==> src/rtl/spi_adc_responder.sv <==
// Device end of a 3-wire SPI link presenting an 8-bit sample as an ADC081S-style frame.
// cs and s_clk are asynchronous to clk and are oversampled through 2-flop synchronizers.
module spi_adc_responder #(
  parameter int LEAD_ZEROS = 3,
  parameter int DATA_W     = 8,
  parameter int FRAME_BITS = 16
) (
  input  logic              clk,
  input  logic              rst_btn,
  input  logic [DATA_W-1:0] sample_in,
  input  logic              sample_valid,
  input  logic              cs,
  input  logic              s_clk,
  output logic              s_data,
  output logic              s_data_oe,
  output logic              busy,
  output logic              frame_done,
  output logic              frame_abort
);

  localparam int CW = $clog2(FRAME_BITS + 1);
  localparam logic [CW-1:0] LZ  = CW'(LEAD_ZEROS);
  localparam logic [CW-1:0] LZD = CW'(LEAD_ZEROS + DATA_W);
  localparam logic [CW-1:0] FB  = CW'(FRAME_BITS);

  typedef enum logic {IDLE, SHIFT} state_t;

  state_t            state;
  logic [2:0]        cs_sh;
  logic [2:0]        sclk_sh;
  logic [DATA_W-1:0] hold_r;
  logic [DATA_W-1:0] snap_r;
  logic [DATA_W-1:0] snap_new;
  logic [CW-1:0]     bit_idx;
  logic [CW-1:0]     rise_cnt;
  logic [CW-1:0]     idx_nxt;
  logic              cs_fall, cs_rise, sclk_rise, sclk_fall;

  // Bit 1 of each shift chain is the synchronized copy, bit 2 its one-cycle history.
  always_ff @(posedge clk or negedge rst_btn) begin
    if (!rst_btn) begin
      cs_sh   <= 3'b111;
      sclk_sh <= 3'b000;
    end else begin
      cs_sh   <= {cs_sh[1:0], cs};
      sclk_sh <= {sclk_sh[1:0], s_clk};
    end
  end

  assign cs_fall   =  cs_sh[2]   & ~cs_sh[1];
  assign cs_rise   = ~cs_sh[2]   &  cs_sh[1];
  assign sclk_rise = ~sclk_sh[2] &  sclk_sh[1];
  assign sclk_fall =  sclk_sh[2] & ~sclk_sh[1];

  always_ff @(posedge clk or negedge rst_btn) begin
    if (!rst_btn)          hold_r <= '0;
    else if (sample_valid) hold_r <= sample_in;
  end

  // A sample offered in the very cycle the frame starts wins over the held value.
  assign snap_new = sample_valid ? sample_in : hold_r;
  assign idx_nxt  = (bit_idx == FB) ? FB : bit_idx + 1'b1;

  function automatic logic frame_bit(input logic [DATA_W-1:0] snap, input logic [CW-1:0] idx);
    logic [DATA_W-1:0] sh;
    sh = snap << (idx - LZ);
    frame_bit = (idx >= LZ && idx < LZD) ? sh[DATA_W-1] : 1'b0;
  endfunction

  always_ff @(posedge clk or negedge rst_btn) begin
    if (!rst_btn) begin
      state       <= IDLE;
      snap_r      <= '0;
      bit_idx     <= '0;
      rise_cnt    <= '0;
      s_data      <= 1'b0;
      s_data_oe   <= 1'b0;
      busy        <= 1'b0;
      frame_done  <= 1'b0;
      frame_abort <= 1'b0;
    end else begin
      frame_done  <= 1'b0;
      frame_abort <= 1'b0;
      case (state)
        IDLE: begin
          if (cs_fall) begin
            state     <= SHIFT;
            snap_r    <= snap_new;
            bit_idx   <= '0;
            rise_cnt  <= '0;
            s_data    <= frame_bit(snap_new, {CW{1'b0}});
            s_data_oe <= 1'b1;
            busy      <= 1'b1;
          end
        end
        SHIFT: begin
          // cs edge outranks any s_clk edge seen in the same cycle.
          if (cs_rise) begin
            state     <= IDLE;
            s_data    <= 1'b0;
            s_data_oe <= 1'b0;
            busy      <= 1'b0;
            if (rise_cnt == FB) frame_done  <= 1'b1;
            else                frame_abort <= 1'b1;
          end else if (sclk_rise) begin
            rise_cnt <= (rise_cnt == FB) ? FB : rise_cnt + 1'b1;
          end else if (sclk_fall) begin
            bit_idx <= idx_nxt;
            s_data  <= frame_bit(snap_r, idx_nxt);
          end
        end
        default: state <= IDLE;
      endcase
    end
  end

endmodule

==> config.mk <==
export PLATFORM = sky130hd
export DESIGN_NAME = spi_adc_responder
export DESIGN_NICKNAME = d
export VERILOG_FILES = /design/src/rtl/spi_adc_responder.sv
export SDC_FILE = /design/constraint.sdc
export NUM_CORES = 1
export LEC_CHECK = 0
export CAP_MARGIN = 10
export CORE_MARGIN = 2
export CORE_UTILIZATION = 50
export CTS_CLUSTER_SIZE = 40
export DETAILED_ROUTE_END_ITERATION = 8
export PLACE_DENSITY = 0.76
export SYNTH_ARGS = -nofsm -noshare
export SYNTH_HDL_FRONTEND = slang
export SYNTH_SLANG_ARGS = --single-unit
==> constraint.sdc <==
create_clock -name clk -period 1.7 [get_ports clk]
set_input_delay 0.425 -clock clk [delete_from_list [all_inputs] [get_ports clk]]
set_output_delay 0.425 -clock clk [all_outputs]
set_load 0.02 [all_outputs]
# [After elaboration in Yosys (flattened, before gate mapping)]
# Index checks and enable logic that the tools add are counted.
[op_classes] bitwise_logic=9 shift=1 n_mux=29 magnitude_cmp=2 addsub=3 n_eq_ne=10 reduce_logical=6
[ops] operator="$mux W5" n=8
[ops] operator="$pmux W5 S2" n=2
[ops] operator="$mux W1" n=15
[ops] operator="$add A5 B1 Y5 const B" n=2
[ops] operator="$eq A5 B5 Y1 const B" n=2
[ops] operator="$mux W8" n=1
[ops] operator="$shl A8 B5 Y8" n=1
[ops] operator="$ne A2 B1 Y1 const B" n=3
[ops] operator="$ne A2 B2 Y1 const B" n=3
[ops] operator="$pmux W1 S2" n=3
[ops] operator="$reduce_and A3 Y1" n=2
[ops] operator="$ge A5 B2 Y1 const B" n=1
[ops] operator="$lt A5 B4 Y1 const B" n=1
[ops] operator="$not A1 Y1" n=5
[ops] operator="$sub A5 B2 Y5 const B" n=1
[ops] operator="$and A1 B1 Y1" n=4
[ops] operator="$reduce_and A2 Y1" n=2
[ops] operator="$reduce_and A4 Y1" n=1
[ops] operator="$ne A3 B1 Y1 const B" n=1
[ops] operator="$ne A3 B3 Y1 const B" n=1
[ops] operator="$logic_and A1 B1 Y1" n=1
[totals] word_cells=71 output_inout_bits=5 regBits=37

# [Logic depth before layout (Yosys ltp)]
# Gate-level depths: netlist (run 1).
[logic_depth] ltp_word=9 mapped_depth=7

# [Worst setup path after synthesis (run 1)]
# Ideal clock, no wire load.
[synth_path] path_kind="register to register" from="register bit_idx[0]" to="register s_data" setup_ns=0.125 arrival_ns=1.628 slack_ns=-0.053 n_path_buf=0 t_required_ns=1.575 period_less_slack_ns=1.753 stages_incl_launch_ff=6 cell_sequence="dfrtp_1 inv_1 ha_1 mux4_1 mux2i_1 o41ai_2"
[synth_via] elab_chain_cells=9 elab_cells_between_ends=13 cone_classes="2 x add/sub; 2 x order compare; 1 x eq/ne; 1 x shift; 6 x mux; 1 x reduce/logical"
[synth_lines] item="start: declaration" line="34" rtl="logic [CW-1:0] bit_idx;"
[synth_lines] item="start signal: assignment" line="108" rtl="bit_idx <= idx_nxt;"
[synth_lines] item="$add A5 B1 Y5 or $eq A5 B5 Y1 (tied branches)" line="62" rtl="assign idx_nxt = (bit_idx == FB) ? FB : bit_idx + 1'b1;"
[synth_lines] item="$mux W5 (*)" line="62"
[synth_lines] item="$sub A5 B2 Y5 (tied with other cells)" line="66" rtl="sh = snap << (idx - LZ);"
[synth_lines] item="$shl A8 B5 Y8 or $logic_and A1 B1 Y1 (tied branches)" line="66, 67"
[synth_lines] item="$mux W1 (*)" line="67" rtl="frame_bit = (idx >= LZ && idx < LZD) ? sh[DATA_W-1] : 1'b0;"
[synth_lines] item="$mux W1 (*)" line="107" rtl="end else if (sclk_fall) begin"
[synth_lines] item="$mux W1 (*)" line="105" rtl="end else if (sclk_rise) begin"
[synth_lines] item="$mux W1 (*)" line="98" rtl="if (cs_rise) begin"
[synth_lines] item="$pmux W1 S2 (*)" line="84" rtl="case (state)"
[synth_lines] item="end signal: assignment" line="91" rtl="s_data <= frame_bit(snap_new, {CW{1'b0}});"
[synth_lines] item="end signal: assignment" line="109" rtl="s_data <= frame_bit(snap_r, idx_nxt);"
[synth_lines] item="end: declaration" line="14" rtl="output logic s_data,"
# Every way passes the cells marked *; elsewhere a longest branch is shown, timed or not. The select of a mux whose other input is x is not followed.
# A chain may end at the register's enable or synchronous reset.

# [Worst setup path in the final report (run 1)]
# Same ends and word-level chain as after synthesis.

==> impl_metrics.ini, run 1 <==
[sta]
slew_headroom_pct = 77.6
setup-violations-final = 1
rsz0062_at_grt = true
layout_setup_ws_ns = -0.0151
tns_ns = -0.0151
hold_ws_ns = 0.359
fin_crit_ns = 1.72
finalHoldViolCount = 0
fin_crit_sh_pct = 101
tightestPinTransition_ns = 0.336
fmax_ghz = 0.583
maxSlewViolCount = 0
skew_ns = 0.00951

[route]
post_drt_wl_per_cell_microns = 13.2
vias = 1155
drt_iter0_drc = 33
dr.pass1.iters = 4
drtAntennaViolNets = 0
via_per_inst = 5.40
wl_microns = 2820
route.detailed.drc = 0

[hold_path]
hold_path.class = register to register
hp-start = sclk_sh[0]$_DFF_PN0_
min_delay_path_depth = 0
hold_end = sclk_sh[1]$_DFF_PN0_

[yosys]
async_flop_share_pct = 100
synthCells = 141
synth-seq-cells = 37
synth_ff_type = dfrtp_1
synth-edff-count = 0
synth-warning-count = 0
synth_nets = 159
yosysSeqAreaShare_pct = 54.2
synthDistinctLibCells = 37
synth.cell_area_sq_mm = 0.00171
avgSynthCellArea_sq_um = 12.2

[worst_setup_path]
r2r_start = bit_idx[0]$_DFFE_PN0P_
worst-path-buf-inv = 1
crit_path_max_fanout = 5
slowest_delay_ns = 0.37
startpoint_type = register
r2r_setup_slack_ns = -0.02
arrival_ns = 1.93
worst-setup-path-type = register to register
path_cells = inv_2 -> ha_4 -> and3b_2 -> a21oi_4 -> mux4_1 -> mux2i_1 -> o41ai_2
ff2ff_path_depth = 7
required_ns = 1.92
reg2reg_to = s_data$_DFFE_PN0P_
critPathSlowestCell = dfrtp_1
path_delay_family = multiplexers
end_kind = register

[power_and_ir_drop]
intPower_mw = 1.62
p_sw_mw = 0.711
comb_power_share_pct = 30.7
swShare_pct = 30.5
p_seq_share_pct = 49.6
pwr-share-clk_pct = 19.8
power_leakage_nw = 0.904
peakVddDrop_mv = 0.488
p_per_area_mw_per_mm2 = 1130
total_power_mw = 2.33

[clock_network]
clk_latency_ns = 0.33
cts.sink_count = 37
htreeDepth = 2
cts_tree = built
cts_buffers = 5
cts_setup_buffers = 0
cts_buffer_depth = 2
cts-root-buf = clkbuf_4
clkTransAtPathRegs_ns = 0.10
holdBufCountCts = 0

[layout]
final_cell_count_no_fill = 214
area_growth_syn_to_layout_pct = 20.5
antennaDiodeCount = 0
fin_nets = 185
layout-drive-gt1-share_pct = 24.4
final_core_util_pct = 62.4

[status]
status = finished with violations
violations = setup timing

[global_routing]
grt-ovfl-total = 0
grt_max_degree = 38
grt_pass1_vias = 1204
grt_usage_pct = 16.0
grt_pass1_wl_microns = 4860
antenna_found_initial = 0

[floorplanning]
die_w_microns = 62.6
pin_count = 18
row_count = 21
die_area_sq_mm = 0.00391
start_util_pct = 51.8
dieHeight_microns = 62.6
core_area_sq_mm = 0.00331

[placement]
portBuffers = 17
place_inst = 206
place_congestion = 0.803
dp_hpwl_microns = 2070

[run]
cap_violations = 0
## area by class of cell
class,instances,area (sq um)
sequential,37,930
multi-input combinational,92,761
tap,46,57.6
clock buffer,8,58.8
inverter,7,26.3
timing repair buffer,24,233
fill,285,1240
## Yosys cell counts, types with 2 or more instances
| library cell | n | area [sq um] |
|---|---|---|
| a21o_1 | 2 | 15.0 |
| nand3_1 | 6 | 30.0 |
| a21oi_1 | 5 | 25.0 |
| xnor2_1 | 2 | 17.5 |
| dfstp_2 | 3 | 78.8 |
| ha_1 | 5 | 62.6 |
| nand2_1 | 12 | 45.0 |
| clkbuf_1 | 3 | 11.3 |
| mux2_1 | 2 | 22.5 |
| nor2b_1 | 3 | 18.8 |
| inv_1 | 7 | 26.3 |
| mux4_1 | 2 | 52.6 |
| nand2b_1 | 8 | 50.1 |
| o21ai_1 | 6 | 30.0 |
| mux2_2 | 14 | 158 |
| nor2_1 | 3 | 11.3 |
| dfrtp_1 | 34 | 851 |
| o21ai_0 | 5 | 25.0 |
## registers in the layout, summed over array words and instances (netlist names)
signal,flops
frame_done,1
bit_idx,5
snap_r,8
busy,1
s_data,1
state,1
frame_abort,1
sclk_sh,3
rise_cnt,5
cs_sh,3
hold_r,8
## metrics by stage
stage	area, sq um	setup slack [ns]
after floorplan	1730	0.0109
after global placement	2000	-0.0881
after detailed placement	2000	-0.126
after CTS	2050	-0.0289
after global routing	2070	-0.0879
final	2070	-0.0151
## power groups by stage
| stage | clock [mW] | combinational, mW | sequential [mW] |
|---|---|---|---|
| 3_3_place_gp | 0 | 0.697 | 1.16 |
| 4_1_cts | 0.476 | 0.720 | 1.15 |
| 5_1_grt | 0.523 | 0.794 | 1.18 |
| 2_1_floorplan | 0 | 0.509 | 1.15 |
| 3_5_place_dp | 0 | 0.726 | 1.17 |
| 6_report | 0.461 | 0.714 | 1.15 |
## logic make-up after synthesis
| group | after synthesis | share of synthesized area, % |
|---|---|---|
| muxes | 19 | 14.2 |
| xor gates and xnor gates | 3 | 1.97 |
| and+or+nand+nor | 38 | 11.8 |
| AOI/OAI and AO/OA | 27 | 11.3 |
| buffers and inverters | 12 | 2.92 |
| DFF | 37 | 54.2 |
| adders and majority gates | 5 | 3.65 |
## timing repair
action | 4_1_cts | 5_1_grt
gates cloned | 0 | 0
gates resized for setup | 4 | 6
endpoints found under the setup margin | 5 | 9
## worst max-delay path by stage
stage / from / to / slack, ns / cells after the start
6_report: bit_idx[0]$_DFFE_PN0P_ / s_data$_DFFE_PN0P_ / -0.02 / 7
4_1_cts: bit_idx[0]$_DFFE_PN0P_ / s_data$_DFFE_PN0P_ / -0.03 / 7
5_1_grt: bit_idx[1]$_DFFE_PN0P_ / s_data$_DFFE_PN0P_ / -0.09 / 7
2_1_floorplan: bit_idx[0]$_DFFE_PN0P_ / s_data$_DFFE_PN0P_ / 0.01 / 7
3_5_place_dp: sample_valid / snap_r[7]$_DFFE_PN0P_ / -0.13 / 4
3_3_place_gp: sample_valid / snap_r[7]$_DFFE_PN0P_ / -0.09 / 4
## per-layer routing
layer	track usage, %	part of all wire (%)
met5	0	0
met4	9.17	2.5
met3	3.96	3.3
met2	27.6	51
met1	18.2	44
## layout by cell type (no fill, tap or decap), types with 3 or more instances in the layout
master / instances
dfrtp_1: 34
inv_1: 6
nor2_1: 3
a21oi_1: 3
dfstp_2: 3
nand2b_1: 7
mux2_2: 14
dlygate4sd2_1: 4
ha_1: 4
clkdlybuf4s50_1: 12
o21ai_1: 6
o21ai_0: 5
buf_4: 6
nand3_1: 6
nand2_1: 12
clkbuf_4: 5
(Power assumes the default switching activity.)
==> run 2, diff against run 1 <==
RECOVER_POWER = 50   (was default)
==> impl_metrics.ini, run 2 (same netlist as run 1, synthesis figures left out) <==
[status]
status = finished with violations
violations = setup timing

[hold_path]
hold_path.class = register to register

[sta]
maxSlewViolCount = 0
fin_crit_sh_pct = 101
tns_ns = -0.0153
fin_crit_ns = 1.72
rsz0062_at_grt = true
skew_ns = 0.00922
layout_setup_ws_ns = -0.0153
fmax_ghz = 0.583
setup-violations-final = 1
finalHoldViolCount = 0
tightestPinTransition_ns = 0.857
slew_headroom_pct = 42.9

[clock_network]
holdBufCountCts = 0
cts.sink_count = 37
cts_buffers = 5
htreeDepth = 2
clk_latency_ns = 0.33
cts_tree = built
cts_buffer_depth = 2
clkTransAtPathRegs_ns = 0.10
cts-root-buf = clkbuf_4

[layout]
final_cell_count_no_fill = 214
area_growth_syn_to_layout_pct = 19.6
fillers = 286
layout_common_cells = dfrtp_1 (34), mux2_2 (14), nand2_1 (12), clkdlybuf4s50_1 (9), nand2b_1 (7)
multi_input_area_sq_um = 761
antennaDiodeCount = 0
register_area_sq_um = 930
fin_nets = 185
layout-drive-gt1-share_pct = 23.8
mostFrequentLayoutCell = dfrtp_1
top_regs = hold_r x8, snap_r x8

[global_routing]
grt.met1_usage_pct = 18.2
antenna_found_initial = 0
grt_pass1_vias = 1204
grt-ovfl-total = 0
top_usage_layer = met2
grt_usage_pct = 16.0
grt_pass1_wl_microns = 4860
grt_max_degree = 38
grtUsageMet2_pct = 27.6
use_met3_pct = 3.96

[route]
route.detailed.drc = 0
drt_iter0_drc = 33
wl_microns = 2840
drtAntennaViolNets = 0
dr.pass1.iters = 4
via_per_inst = 5.43
vias = 1161
post_drt_wl_per_cell_microns = 13.3

[floorplanning]
row_count = 21
die_area_sq_mm = 0.00391
pin_count = 18
dieHeight_microns = 62.6
die_w_microns = 62.6
core_area_sq_mm = 0.00331
start_util_pct = 51.8

[worst_setup_path]
crit_path_max_fanout = 5
critPathSlowestCell = dfrtp_1
required_ns = 1.92
slowest_delay_ns = 0.37
arrival_ns = 1.93
startpoint_type = register
path_cells = inv_2 -> ha_4 -> and3b_2 -> a21oi_4 -> mux4_1 -> mux2i_1 -> o41ai_2
end_kind = register
worst-setup-path-type = register to register

[power_and_ir_drop]
power_leakage_nw = 0.899
p_sw_mw = 0.711
peakVddDrop_mv = 0.488
total_power_mw = 2.32
comb_power_share_pct = 30.5
pwr-share-clk_pct = 19.8
p_seq_share_pct = 49.7
p_per_area_mw_per_mm2 = 1130
intPower_mw = 1.61
swShare_pct = 30.6

[placement]
dp_hpwl_microns = 2070
place_congestion = 0.803
place_inst = 206
portBuffers = 17

[run]
cap_violations = 0
run 2: final timing paths:
path / from / to / slack (ns) / depth (start not counted)
max: bit_idx[0]$_DFFE_PN0P_ / s_data$_DFFE_PN0P_ / -0.02 / 7
min: sclk_sh[0]$_DFF_PN0_ / sclk_sh[1]$_DFF_PN0_ / 0.36 / 0
max reg2reg: bit_idx[0]$_DFFE_PN0P_ / s_data$_DFFE_PN0P_ / -0.02 / 7
min reg2reg: sclk_sh[0]$_DFF_PN0_ / sclk_sh[1]$_DFF_PN0_ / 0.36 / 0
max in group asynchronous: rst_btn / rise_cnt[2]$_DFFE_PN0P_ / 0.42 / 2
min in group asynchronous: rst_btn / snap_r[6]$_DFFE_PN0P_ / 0.73 / 2
run 2: final cells by class:
cell class / count / share of cell area, %
Clock buffer: 8 / 2.87
Inverter: 7 / 1.28
Multi-Input combinational cell: 92 / 37.1
Sequential cell: 37 / 45.3
Tap cell: 46 / 2.81
Timing Repair Buffer: 24 / 10.6
run 2: worst max-delay path, delay by kind of cell, from the launching register on:
family                     cells  cell delay (ns)
adders and majority gates      1             0.15
AOI/OAI and AO/OA              2             0.27
buffers and inverters          1             0.06
DFF                            1             0.37
muxes                          2             0.51
and+or+nand+nor                1             0.24
run 2: metal layers:
metal  part of all wire (%)  vias to the layer above  routed length (microns)
li1                       -                      545                        -
met1                     42                      577                     1200
met2                     51                       30                     1440
met3                    4.3                        9                      122
met4                    2.5                        0                       72
met5                      0                        -                        0
run 2: what timing repair did:
action,CTS,global route
buffers inserted,0,0
endpoints found under the setup margin,5,9
resized for setup,4,6
run 2: power by group through the flow:
| stage | Combinational (mW) | Clock (mW) | Sequential (mW) |
|---|---|---|---|
| detailed placement | 0.726 | 0 | 1.17 |
| global placement | 0.697 | 0 | 1.16 |
| CTS | 0.720 | 0.476 | 1.15 |
| finish | 0.708 | 0.461 | 1.15 |
| floorplan | 0.509 | 0 | 1.15 |
| global route | 0.788 | 0.522 | 1.18 |
run 2: through the flow:
stage | hold WS [ns] | instance area (sq um) | worst slack, ns | util [%]
floorplan | 0.129 | 1730 | 0.0109 | -
global placement | 0.332 | 2000 | -0.0881 | 60.3
detailed placement | 0.340 | 2000 | -0.126 | 60.3
CTS | 0.361 | 2050 | -0.0289 | 61.9
global route | 0.371 | 2050 | -0.0879 | 61.9
finish | 0.359 | 2050 | -0.0153 | 61.9
